===== config.mk =====
export PLATFORM = sky130hd
export DESIGN_NAME = parity_mmio_afu
export DESIGN_NICKNAME = d
export VERILOG_FILES = /design/src/rtl/parity_mmio_afu.sv
export SDC_FILE = /design/constraint.sdc
export NUM_CORES = 1
export LEC_CHECK = 0
export CAP_MARGIN = 15
export CELL_PAD_IN_SITES_DETAIL_PLACEMENT = 0
export CELL_PAD_IN_SITES_GLOBAL_PLACEMENT = 1
export CORE_ASPECT_RATIO = 1.5
export CORE_MARGIN = 1.5
export CORE_UTILIZATION = 40
export DETAILED_ROUTE_END_ITERATION = 8
export PLACE_DENSITY = 0.81
export REMOVE_ABC_BUFFERS = 1
export SLEW_MARGIN = 0
export SYNTH_ARGS = -nofsm -noshare
export SYNTH_HDL_FRONTEND = slang
export SYNTH_SLANG_ARGS = --single-unit

===== constraint.sdc =====
create_clock -name clock -period 8.84 [get_ports clock]
set_input_delay 0.884 -clock clock [delete_from_list [all_inputs] [get_ports clock]]
set_output_delay 0.884 -clock clock [all_outputs]
set_load 0.005 [all_outputs]

===== src/rtl/parity_mmio_afu.sv =====
// CAPI AFU front-end: PSL job FSM, MMIO register file
// and odd-parity generation/checking on MMIO data.
module parity_mmio_afu #(
  parameter int NUM_REGS  = 8,
  parameter bit PARITY_EN = 1'b1
) (
  input  logic        clock,
  input  logic        reset_n,
  output logic        timebase_request,
  output logic        parity_enabled,
  input  logic        job_valid,
  input  logic [7:0]  job_command,
  output logic        job_running,
  output logic        job_done,
  input  logic        mmio_valid,
  input  logic        mmio_read,
  input  logic        mmio_dw,
  input  logic        mmio_cfg,
  input  logic [23:0] mmio_address,
  input  logic [63:0] mmio_wdata,
  input  logic        mmio_wdata_parity,
  output logic        mmio_ack,
  output logic [63:0] mmio_rdata,
  output logic        mmio_rdata_parity
);

  localparam int AW = $clog2(NUM_REGS);

  typedef enum logic [1:0] {
    ST_IDLE,
    ST_RUNNING,
    ST_DONE,
    ST_RESETTING
  } state_t;

  state_t      state_q, state_d;
  logic        done_q, done_d;
  logic        ack_q, ack_d;
  logic [63:0] rdata_q, rdata_d;
  logic        rpar_q, rpar_d;
  logic [15:0] perr_q, perr_d;
  logic [63:0] regs_q [NUM_REGS];
  logic [63:0] regs_d [NUM_REGS];

  logic [AW-1:0] idx;
  logic          half_hi;
  logic          in_range;
  logic          acc_ok;
  logic          par_ok;
  logic          wr;
  logic          rd;
  logic          wr_ok;
  logic          finish;
  logic          job_start;
  logic          job_reset;
  logic [63:0]   rsel;
  logic [31:0]   half;

  assign timebase_request  = 1'b0;
  assign parity_enabled    = PARITY_EN;
  assign job_running       = (state_q == ST_RUNNING);
  assign job_done          = done_q;
  assign mmio_ack          = ack_q;
  assign mmio_rdata        = rdata_q;
  assign mmio_rdata_parity = rpar_q;

  always_comb begin
    idx       = mmio_address[AW:1];
    half_hi   = mmio_address[0];
    in_range  = (mmio_address >> (AW + 1)) == 24'd0;
    acc_ok    = in_range && !mmio_cfg
                && !(mmio_dw && half_hi);
    par_ok    = !PARITY_EN
                || (mmio_wdata_parity == ~^mmio_wdata);
    wr        = mmio_valid && !mmio_read;
    rd        = mmio_valid && mmio_read;
    wr_ok     = wr && acc_ok && par_ok;
    finish    = wr_ok && (idx == '0) && !half_hi
                && mmio_wdata[0];
    job_start = job_valid && (job_command == 8'h90);
    job_reset = job_valid && (job_command == 8'h80);
  end

  always_comb begin
    rsel = regs_q[idx];
    unique case (1'b1)
      (idx == '0): rsel = 64'd0;
      (idx == AW'(1)): rsel = {47'd0, perr_q, job_running};
      default: ;
    endcase
    half    = half_hi ? rsel[63:32] : rsel[31:0];
    rdata_d = 64'd0;
    if (rd && acc_ok) begin
      rdata_d = mmio_dw ? rsel : {half, half};
    end
    rpar_d = PARITY_EN && rd && ~^rdata_d;
    ack_d  = mmio_valid;
  end

  always_comb begin
    regs_d = regs_q;
    perr_d = perr_q;
    if (wr_ok && (idx[AW-1:1] != '0)) begin
      if (mmio_dw) begin
        regs_d[idx] = mmio_wdata;
      end else if (half_hi) begin
        regs_d[idx][63:32] = mmio_wdata[31:0];
      end else begin
        regs_d[idx][31:0] = mmio_wdata[31:0];
      end
    end
    if (wr && !par_ok && (perr_q != 16'hFFFF)) begin
      perr_d = perr_q + 16'd1;
    end
    // job RESET overrides any same-cycle write
    if (job_reset) begin
      regs_d = '{default: '0};
      perr_d = 16'd0;
    end
  end

  always_comb begin
    state_d = state_q;
    unique case (state_q)
      ST_IDLE:      if (job_start) state_d = ST_RUNNING;
      ST_RUNNING:   if (finish) state_d = ST_DONE;
      ST_DONE:      state_d = ST_IDLE;
      ST_RESETTING: state_d = ST_IDLE;
      default:      state_d = ST_IDLE;
    endcase
    if (job_reset) begin
      state_d = ST_RESETTING;
    end
    done_d = (state_d == ST_DONE)
             || (state_q == ST_RESETTING);
  end

  always_ff @(posedge clock) begin
    if (!reset_n) begin
      state_q <= ST_IDLE;
      done_q  <= 1'b0;
      ack_q   <= 1'b0;
      rdata_q <= 64'd0;
      rpar_q  <= 1'b0;
      perr_q  <= 16'd0;
      regs_q  <= '{default: '0};
    end else begin
      state_q <= state_d;
      done_q  <= done_d;
      ack_q   <= ack_d;
      rdata_q <= rdata_d;
      rpar_q  <= rpar_d;
      perr_q  <= perr_d;
      regs_q  <= regs_d;
    end
  end

endmodule


* Word-level counts from Yosys, hierarchy flattened
Cells that the tools add are included.
W data, S select, Z words.
** Cells by class
- Add/sub/neg operators :: 1
- Magnitude comparators :: 2
- Equal/unequal tests :: 9
- Mux-type cells :: 22
- Bitwise gates (word level) :: 2
- Reduce and logical (&&, ||, !) cells :: 32
** Operator list (number)
- $bwmux W512 :: 3
- $mux W512 :: 2
- $demux W64 S3 :: 3
- $mux W64 :: 6
- $bmux W64 S3 :: 1
- $pmux W64 S2 :: 1
- $reduce_xnor A64 Y1 :: 2
- $mux W32 :: 2
- $logic_not A24 Y1 :: 1
- $logic_and A1 B1 Y1 :: 18
- $add A16 B1 Y16 const B :: 1
- $eq A8 B8 Y1 const B :: 2
- $ne A16 B16 Y1 const B :: 1
- $eq A2 B2 Y1 const B :: 3
- $mux W2 :: 3
- $pmux W2 S3 :: 1
- $logic_not A1 Y1 :: 5
- $ge A4 B4 Y1 const B :: 1
- $lt A4 B1 Y1 const B :: 1
- $not A3 Y4 :: 1
- $reduce_or A2 Y1 :: 2
- $eq A3 B1 Y1 const B :: 1
- $logic_not A3 Y1 :: 1
- $eq A2 B1 Y1 const B :: 1
- other kinds (5) :: 5
** Word-level totals
- Flip-flop bits (word level) :: 597
- Input port bits :: 104
- Word-level logic and storage cells :: 82

* Logic depth before layout (Yosys ltp)
Gate-level depths: netlist of run 1.
- Word-level depth :: 13
- Gate-level depth with buffers :: 16
- Mapped depth without buffers :: 11

* Worst setup path before layout of run 1
No wires, ideal clock.
- Path kind :: input to register
- From :: input mmio_wdata[30]
- To :: register regs_q[66] (netlist name)
- Setup time :: 0.128 ns
- Arrival :: 3.736 ns
- Required time :: 8.712 ns
- Path slack :: 4.977 ns
- Stages on the path :: 14
- Buffers on the path :: 3
- Cell sequence :: clkbuf_1 xor2_1 xnor2_1 xnor2_1 xnor2_1 xnor3_1 xnor2_1 nand3b_1 or3_1 buf_2 nor3_4 buf_6 mux2i_1 nor2_1
** Between the ends
- Longest elaborated chain between the ends :: 4
** RTL lines
- start: declaration :: RTL line 20 : input logic [63:0] mmio_wdata,
- $reduce_xnor A64 Y1 :: RTL line 74 : || (mmio_wdata_parity == ~^mmio_wdata);
- $eq A1 B1 Y1 :: RTL line 74
- $logic_and A1 B1 Y1 :: RTL line 77 : wr_ok = wr && acc_ok && par_ok;
- $logic_and A1 B1 Y1 :: RTL line 103 : if (wr_ok && (idx[AW-1:1] != '0)) begin
- end signal: assignment :: RTL line 154 : regs_q <= regs_d;
- end: declaration :: RTL line 42 : logic [63:0] regs_q [NUM_REGS];
Every way passes these cells.
A chain may end at the register's enable or synchronous reset.

* Worst setup path after layout of run 1
- From :: input mmio_wdata[0]
- To :: register regs_q[158] (netlist name)
Same word-level chain as after synthesis.

==> results_dict.tcl, run 1 <==
set metrics [dict create \
    postLayoutCoreUtil 0.467 \
    reg2reg_to "mmio_rdata_parity" \
    cp_data_arrival_time_ns 6.83 \
    grt.overflow.total 0 \
    hp-class "reg2reg" \
    first_pass_iters 7 \
    start_util 0.406 \
    dominant_synthesized_flop_cell "dfxtp_1" \
    layout-area-overhead-vs-synth_pct 15.2 \
    tritoncts_num_sinks 469 \
    die_area_sq_mm 0.0561 \
    worst_r2r_startpoint "state_q[0]" \
    antenna_violating_nets_post_route 0 \
    finalNonFillerCells 3185 \
    grt_max_degree 195 \
    maxClockFrequency_ghz 0.158 \
    cts_resized 0 \
    wire_per_inst_um 23.1 \
    criticalPathCategory "in2reg" \
    first_global_vias 18092 \
    cts-root-to-sink-buffers 3 \
    power.total_uw 4610 \
    timing.max_cap.violations 0 \
    gr-usage-all-layers 0.256 \
    share_clk_of_total_power 0.424 \
    via_cell_ratio 5.85 \
    setup_total_negative_slack_ns 0 \
    timing.reg2reg.setup_slack_ns 4.59 \
    post-cts-setup-buffer-count 0 \
    grt_pass1_wl_um 111000 \
    crit_path_start_kind "primary input" \
    swShare 0.258 \
    rows 104 \
    timing_hold_violations_final 0 \
    critical_path.max_fanout 51 \
    max_slew.worst_pin.slew_ns 1.33 \
    intPower_uw 3430 \
    worst_slew_margin_rel 0.113 \
    antenna-diode-count 0 \
    setup_repair_after_global_routing_missed_its_margin "false" \
    postSynthAreaPerCell_sq_um 8.96 \
    yosys_warnings 0 \
    detail_route.wirelength_um 73600 \
    clk_pin_slew_ns 0.06 \
    port_buffers 171 \
    status "finished with violations" \
    fin_hold_ws_ns 0.454 \
    synth.yosys.seq_area_share 0.430 \
    worstPathRequired_ns 9.32 \
    gp_congestion 0.852 \
    ir_drop_uv 135 \
    p_switching_uw 1190 \
    die_h_um 289 \
    tritoncts "done" \
    detailedPlacementHpwl_um 48500 \
    startpoint "mmio_wdata[0]" \
    clock_latency_at_the_later_pin_of_the_worst_skew_pair_ns 0.57 \
    logic_pwr_share 0.117 \
    drc_errors 10 \
    detail_route.iter0.violations 1853 \
    clock_root_cell "clkbuf_16" \
    synth_enable_flop_cells 0 \
    crit_path_end_kind "register" \
    post-place-cells 3103 \
    mappedNetlistArea_sq_mm 0.0219 \
    p_leak_uw 0.00839 \
    last_element_of_the_critical_path "regs_q[158]" \
    cellPowerDensity_mw_per_mm2 183 \
    synthArstFlopShare 0 \
    hold_buffers 0 \
    timing.reg2reg.worst_path_depth 11 \
    final-setup-viol-count 0 \
    h-tree-depth 2 \
    finalWorstPathRequiredPeriod_ns 6.35 \
    cts_inserted_buffers 46 \
    failing_checks "DRC" \
    synthDistinctLibCells 59 \
    whs_path_depth 2 \
    antenna_found_initial 1 \
    fin_worst_skew_ns 0.0151 \
    number_of_filler_instances_in_the_final_layout 5136 \
    slew_violations 0 \
    ioPinCount 174 \
    fp.coreArea_sq_mm 0.0539 \
    final.period_utilization 0.718 \
    floorplan.die.width_um 194 \
    syn_inst 2439 \
    finalNetCount 2568 \
    num_vias 18643 \
    final_layout_size_suffix_gt1_frac 0.0901 \
    register_share_of_total_power 0.459 \
    ys_seq_elements 469 \
]
-- worst min-delay path by stage --
stage / startpoint / end / slack [ns]
floorplan: regs_q[352] / regs_q[352] / 0.43
global placement: regs_q[374] / regs_q[374] / 0.44
detailed placement: regs_q[358] / regs_q[358] / 0.45
CTS: regs_q[358] / regs_q[358] / 0.45
global route: regs_q[369] / regs_q[369] / 0.47
finish: regs_q[376] / regs_q[376] / 0.45
-- logic make-up (layout without fill, tap and decap cells) --
family / after synthesis / count (layout) / share of synthesized area
AOI/OAI and AO/OA: 656 / 656 / 0.201
xor gates and xnor gates: 165 / 165 / 0.0680
adders and majority gates: 1 / 1 / 0.000572
buffers and inverters: 247 / 304 / 0.0555
DFF: 469 / 469 / 0.430
muxes: 239 / 239 / 0.117
other: 2 / 2 / 0.000344
and+or+nand+nor: 660 / 660 / 0.128
-- final cells by class --
| type | count | area [sq um] | area share |
|---|---|---|---|
| clock buffer | 71 | 1440 | 0.0572 |
| clock inverter | 10 | 58.8 | 0.00234 |
| inverter | 7 | 26.3 | 0.00104 |
| multi-input combinational | 1723 | 11300 | 0.450 |
| sequential | 469 | 9390 | 0.373 |
| tap | 689 | 862 | 0.0343 |
| timing repair buffer | 216 | 2080 | 0.0826 |
-- metrics by stage --
stage / instance area [sq um] / worst slack (ns)
4_1_cts: 25200 / 2.63
3_5_place_dp: 23700 / 2.06
6_report: 25200 / 2.49
2_1_floorplan: 20700 / 0.712
3_3_place_gp: 23700 / 2.09
5_1_grt: 25200 / 2.19
-- state kept, by name (all words and copies together) (netlist names) --
signal / flops
regs_q: 384
mmio_rdata_parity: 1
state_q: 2
perr_q: 16
mmio_rdata: 64
mmio_ack: 1
job_done: 1
-- cells in the mapped netlist (7+ instances only) --
cell type  instances  area, sq um
nand3_1           13         65.1
dfxtp_1          469         9390
buf_6             19          214
nor2_1           372         1400
o21ai_0          114          571
xnor2_1          127         1110
a22o_1             9         78.8
a222oi_1           8         80.1
inv_1              7         26.3
a22oi_1           53          398
a211oi_1         221         1660
mux2i_1          193         1930
mux2_2            37          417
o2bb2ai_1         28          245
and2_1            15         93.8
o22ai_1           13         81.3
buf_4             14          105
clkbuf_1         136          510
nand2_1          173          649
buf_1             10         37.5
buf_2             60          300
xor2_1            35          307
mux4_2             9          203
nor2b_1            9         56.3
nor3_1             7         35.0
or2_2             33          206
a221oi_1          33          289
a21oi_1          153          766
-- critical path, cell delays in order --
cell and delay [ns]:
clkdlybuf4s50_1 0.77, xnor2_1 0.16, xnor2_1 0.86, xnor2_1 0.16, xnor2_1 0.21, xnor3_1 0.59
xnor2_1 0.31, nand3b_1 0.17, or3_2 0.96, buf_4 0.38, nor2_2 0.72, buf_4 0.38
nand2_1 0.09, a21oi_1 0.15
-- cells in the final DEF, fill, tap and decap left out, types with 7 or more instances in the layout --
cell type / instances
o2bb2ai_1: 28
clkinv_2: 7
clkbuf_1: 9
mux2i_1: 193
clkbuf_8: 13
a211oi_1: 221
clkbuf_16: 49
xnor2_1: 127
clkdlybuf4s50_1: 167
inv_1: 7
nor3_1: 7
buf_4: 43
nor2_1: 368
nand3_1: 13
a221oi_1: 33
or2_2: 33
o21ai_0: 114
nand2_1: 169
dfxtp_1: 469
a222oi_1: 8
nor2b_1: 7
a22oi_1: 53
a22o_1: 9
mux4_2: 9
o22ai_1: 13
xor2_1: 35
a21oi_1: 153
and2_1: 14
mux2_2: 37
-- layer usage --
layer	vias up	part of all wire	GRT usage
li1	8642	-	-
met1	9119	0.40	0.305
met2	706	0.49	0.448
met3	174	0.056	0.0269
met4	2	0.057	0.151
met5	-	0.00015	0
-- power by group through the flow --
stage	clock (uW)	sequential (uW)	combinational, uW
6_report	1960	2120	539
5_1_grt	2060	2120	554
4_1_cts	1980	2120	528
2_1_floorplan	0	2160	265
3_3_place_gp	0	2160	521
3_5_place_dp	0	2160	528
Power figures use the tool's default switching activity.
==> run 2: changes to the inputs <==
- PLACE_DENSITY: 0.81 -> 0.84
- clock period: 8.84 -> 5.2 ns (I/O delays scaled with it)
==> run 2 against run 1 <==
Against the previous run:
- the flow still finishes with violations (DRC)
- register-to-register slack lost 3.1 ns
- clock power grew 77%
- die area is the same
- routed wire length grew 0.41%
- critical path depth shrank 1
- clock skew grew 0.0086 ns
- worst setup slack lost 1.7 ns
- flip-flop and latch count is the same
- sequential share of layout area shrank 1.4 points
- non-clock buffer count grew 100
- total power grew 73%
- sequential power grew 70%
- critical endpoint is now regs_q[149]
==> results_dict.tcl, run 2 (synthesis results as in run 1) <==
set metrics [dict create \
    floorplan.die.width_um 194 \
    fin_worst_skew_ns 0.0237 \
    clock_root_cell "clkbuf_16" \
    maxClockFrequency_ghz 0.227 \
    tritoncts "done" \
    setup_total_negative_slack_ns 0 \
    layout-area-overhead-vs-synth_pct 19.6 \
    grt_util_met1 0.307 \
    most_used_cells_in_the_layout_excluding_fill_and_tap_cells "469 x dfxtp_1, 368 x nor2_1, 221 x a211oi_1" \
    finalWorstPathRequiredPeriod_ns 4.40 \
    hp-class "reg2reg" \
    final.period_utilization 0.847 \
    cts_resized 0 \
    p_leak_uw 0.00895 \
    top_register "regs_q" \
    worstPathRequired_ns 5.63 \
    slew_violations 0 \
    timing_hold_violations_final 0 \
    gr-usage-all-layers 0.256 \
    register_share_of_total_power 0.450 \
    clk_pin_slew_ns 0.06 \
    gr-max-usage-layer "met2" \
    ff_latch_area_sq_mm 0.00939 \
    postLayoutCoreUtil 0.485 \
    grt.overflow.total 0 \
    tritoncts_num_sinks 469 \
    start_util 0.406 \
    num_vias 19014 \
    setup_repair_after_global_routing_missed_its_margin "false" \
    grt.met3_usage 0.0296 \
    timing.max_cap.violations 0 \
    final-setup-viol-count 0 \
    die_h_um 289 \
    port_buffers 171 \
    cp_data_arrival_time_ns 4.84 \
    h-tree-depth 2 \
    via_cell_ratio 5.79 \
    antenna_violating_nets_post_route 0 \
    crit_path_start_kind "primary input" \
    post_dp_cell_area_sq_mm 0.0246 \
    hold_buffers 0 \
    worst_slew_margin_rel 0.228 \
    final_layout_size_suffix_gt1_frac 0.127 \
    critical_path.max_fanout 54 \
    post-cts-setup-buffer-count 0 \
    cellPowerDensity_mw_per_mm2 306 \
    cts_inserted_buffers 45 \
    status "finished with violations" \
    multiInputGateArea_sq_mm 0.0113 \
    number_of_filler_instances_in_the_final_layout 5043 \
    swShare 0.250 \
    detail_route.iter0.violations 1940 \
    detailedPlacementHpwl_um 51000 \
    crit_path_end_kind "register" \
    logic_pwr_share 0.117 \
    p_switching_uw 2000 \
    largest_register_ffs 384 \
    grt.met2_usage 0.437 \
    antenna_found_initial 0 \
    failing_checks "DRC" \
    postLayoutCellArea_sq_mm 0.0261 \
    grt_pass1_wl_um 111000 \
    first_pass_iters 8 \
    first_global_vias 18357 \
    rows 104 \
    detail_route.wirelength_um 73900 \
    gp_congestion 0.876 \
    share_clk_of_total_power 0.433 \
    intPower_uw 5990 \
    finalNetCount 2667 \
    drc_errors 22 \
    fp.coreArea_sq_mm 0.0539 \
    grt_max_degree 135 \
    ioPinCount 174 \
    layout_commonest_cell "dfxtp_1" \
    clock_latency_at_the_later_pin_of_the_worst_skew_pair_ns 0.57 \
    max_slew.worst_pin.slew_ns 1.16 \
    criticalPathCategory "in2reg" \
    ir_drop_uv 256 \
    cts-root-to-sink-buffers 3 \
    wire_per_inst_um 22.5 \
    die_area_sq_mm 0.0561 \
    fin_hold_ws_ns 0.456 \
]
[run 2: cell count changes in the layout (fill, tap and decap cells not counted), sizes merged]
cell      before  now
buf           48  149
bufinv         0    3
clkbuf        72   67
clkinvlp       2    1
diode          0    1
inv            8   10
[run 2: layout make-up]
type | count | share of cell area
antenna | 1 | 0.0000957
sequential | 469 | 0.359
timing repair buffer | 316 | 0.114
multi-input combinational | 1723 | 0.432
tap | 689 | 0.0330
clock buffer | 67 | 0.0536
inverter | 7 | 0.00100
clock inverter | 14 | 0.00632
[run 2: path summary, 6_finish.rpt]
path | startpoint | end | slack, ns | cells past startpoint
setup / recovery | mmio_wdata[4] | regs_q[149] | 0.80 | 13
hold / removal | regs_q[371] | regs_q[371] | 0.46 | 2
setup reg to reg | regs_q[222] | mmio_rdata_parity | 1.53 | 12
hold reg to reg | regs_q[371] | regs_q[371] | 0.46 | 2
[run 2: routing by layer]
layer  up-vias  part of all wire
met4         0             0.068
met2       786              0.48
met3       197             0.063
met1      9182              0.39
li1       8849                 -
met5         -                 0
[run 2: per-stage QoR]
step / total power, uW / setup slack [ns] / instances
6_report: 7990 / 0.795 / 3286
4_1_cts: 8020 / 0.801 / 3285
3_3_place_gp: 4590 / 0.280 / 3204
5_1_grt: 8210 / 0.580 / 3285
2_1_floorplan: 4130 / -2.56 / 2199
3_5_place_dp: 4600 / 0.231 / 3204
[run 2: power groups by stage]
stage / combinational [uW] / sequential (uW) / clock [uW]
final: 934 / 3600 / 3460
after global routing: 972 / 3600 / 3640
after CTS: 920 / 3600 / 3500
after detailed placement: 917 / 3680 / 0
after global placement: 908 / 3680 / 0
after floorplan: 450 / 3680 / 0
[run 2: worst max-delay path, stage by stage]
cell             delay [ns]
clkdlybuf4s50_1        0.64
xnor2_1                0.62
xnor2_1                0.17
xnor2_1                0.28
xnor2_1                0.20
xnor3_1                0.37
xnor2_1                0.27
nand3b_1               0.16
or3_2                  0.58
buf_4                  0.33
buf_4                  0.33
o21ai_0                0.23
a21oi_1                0.09
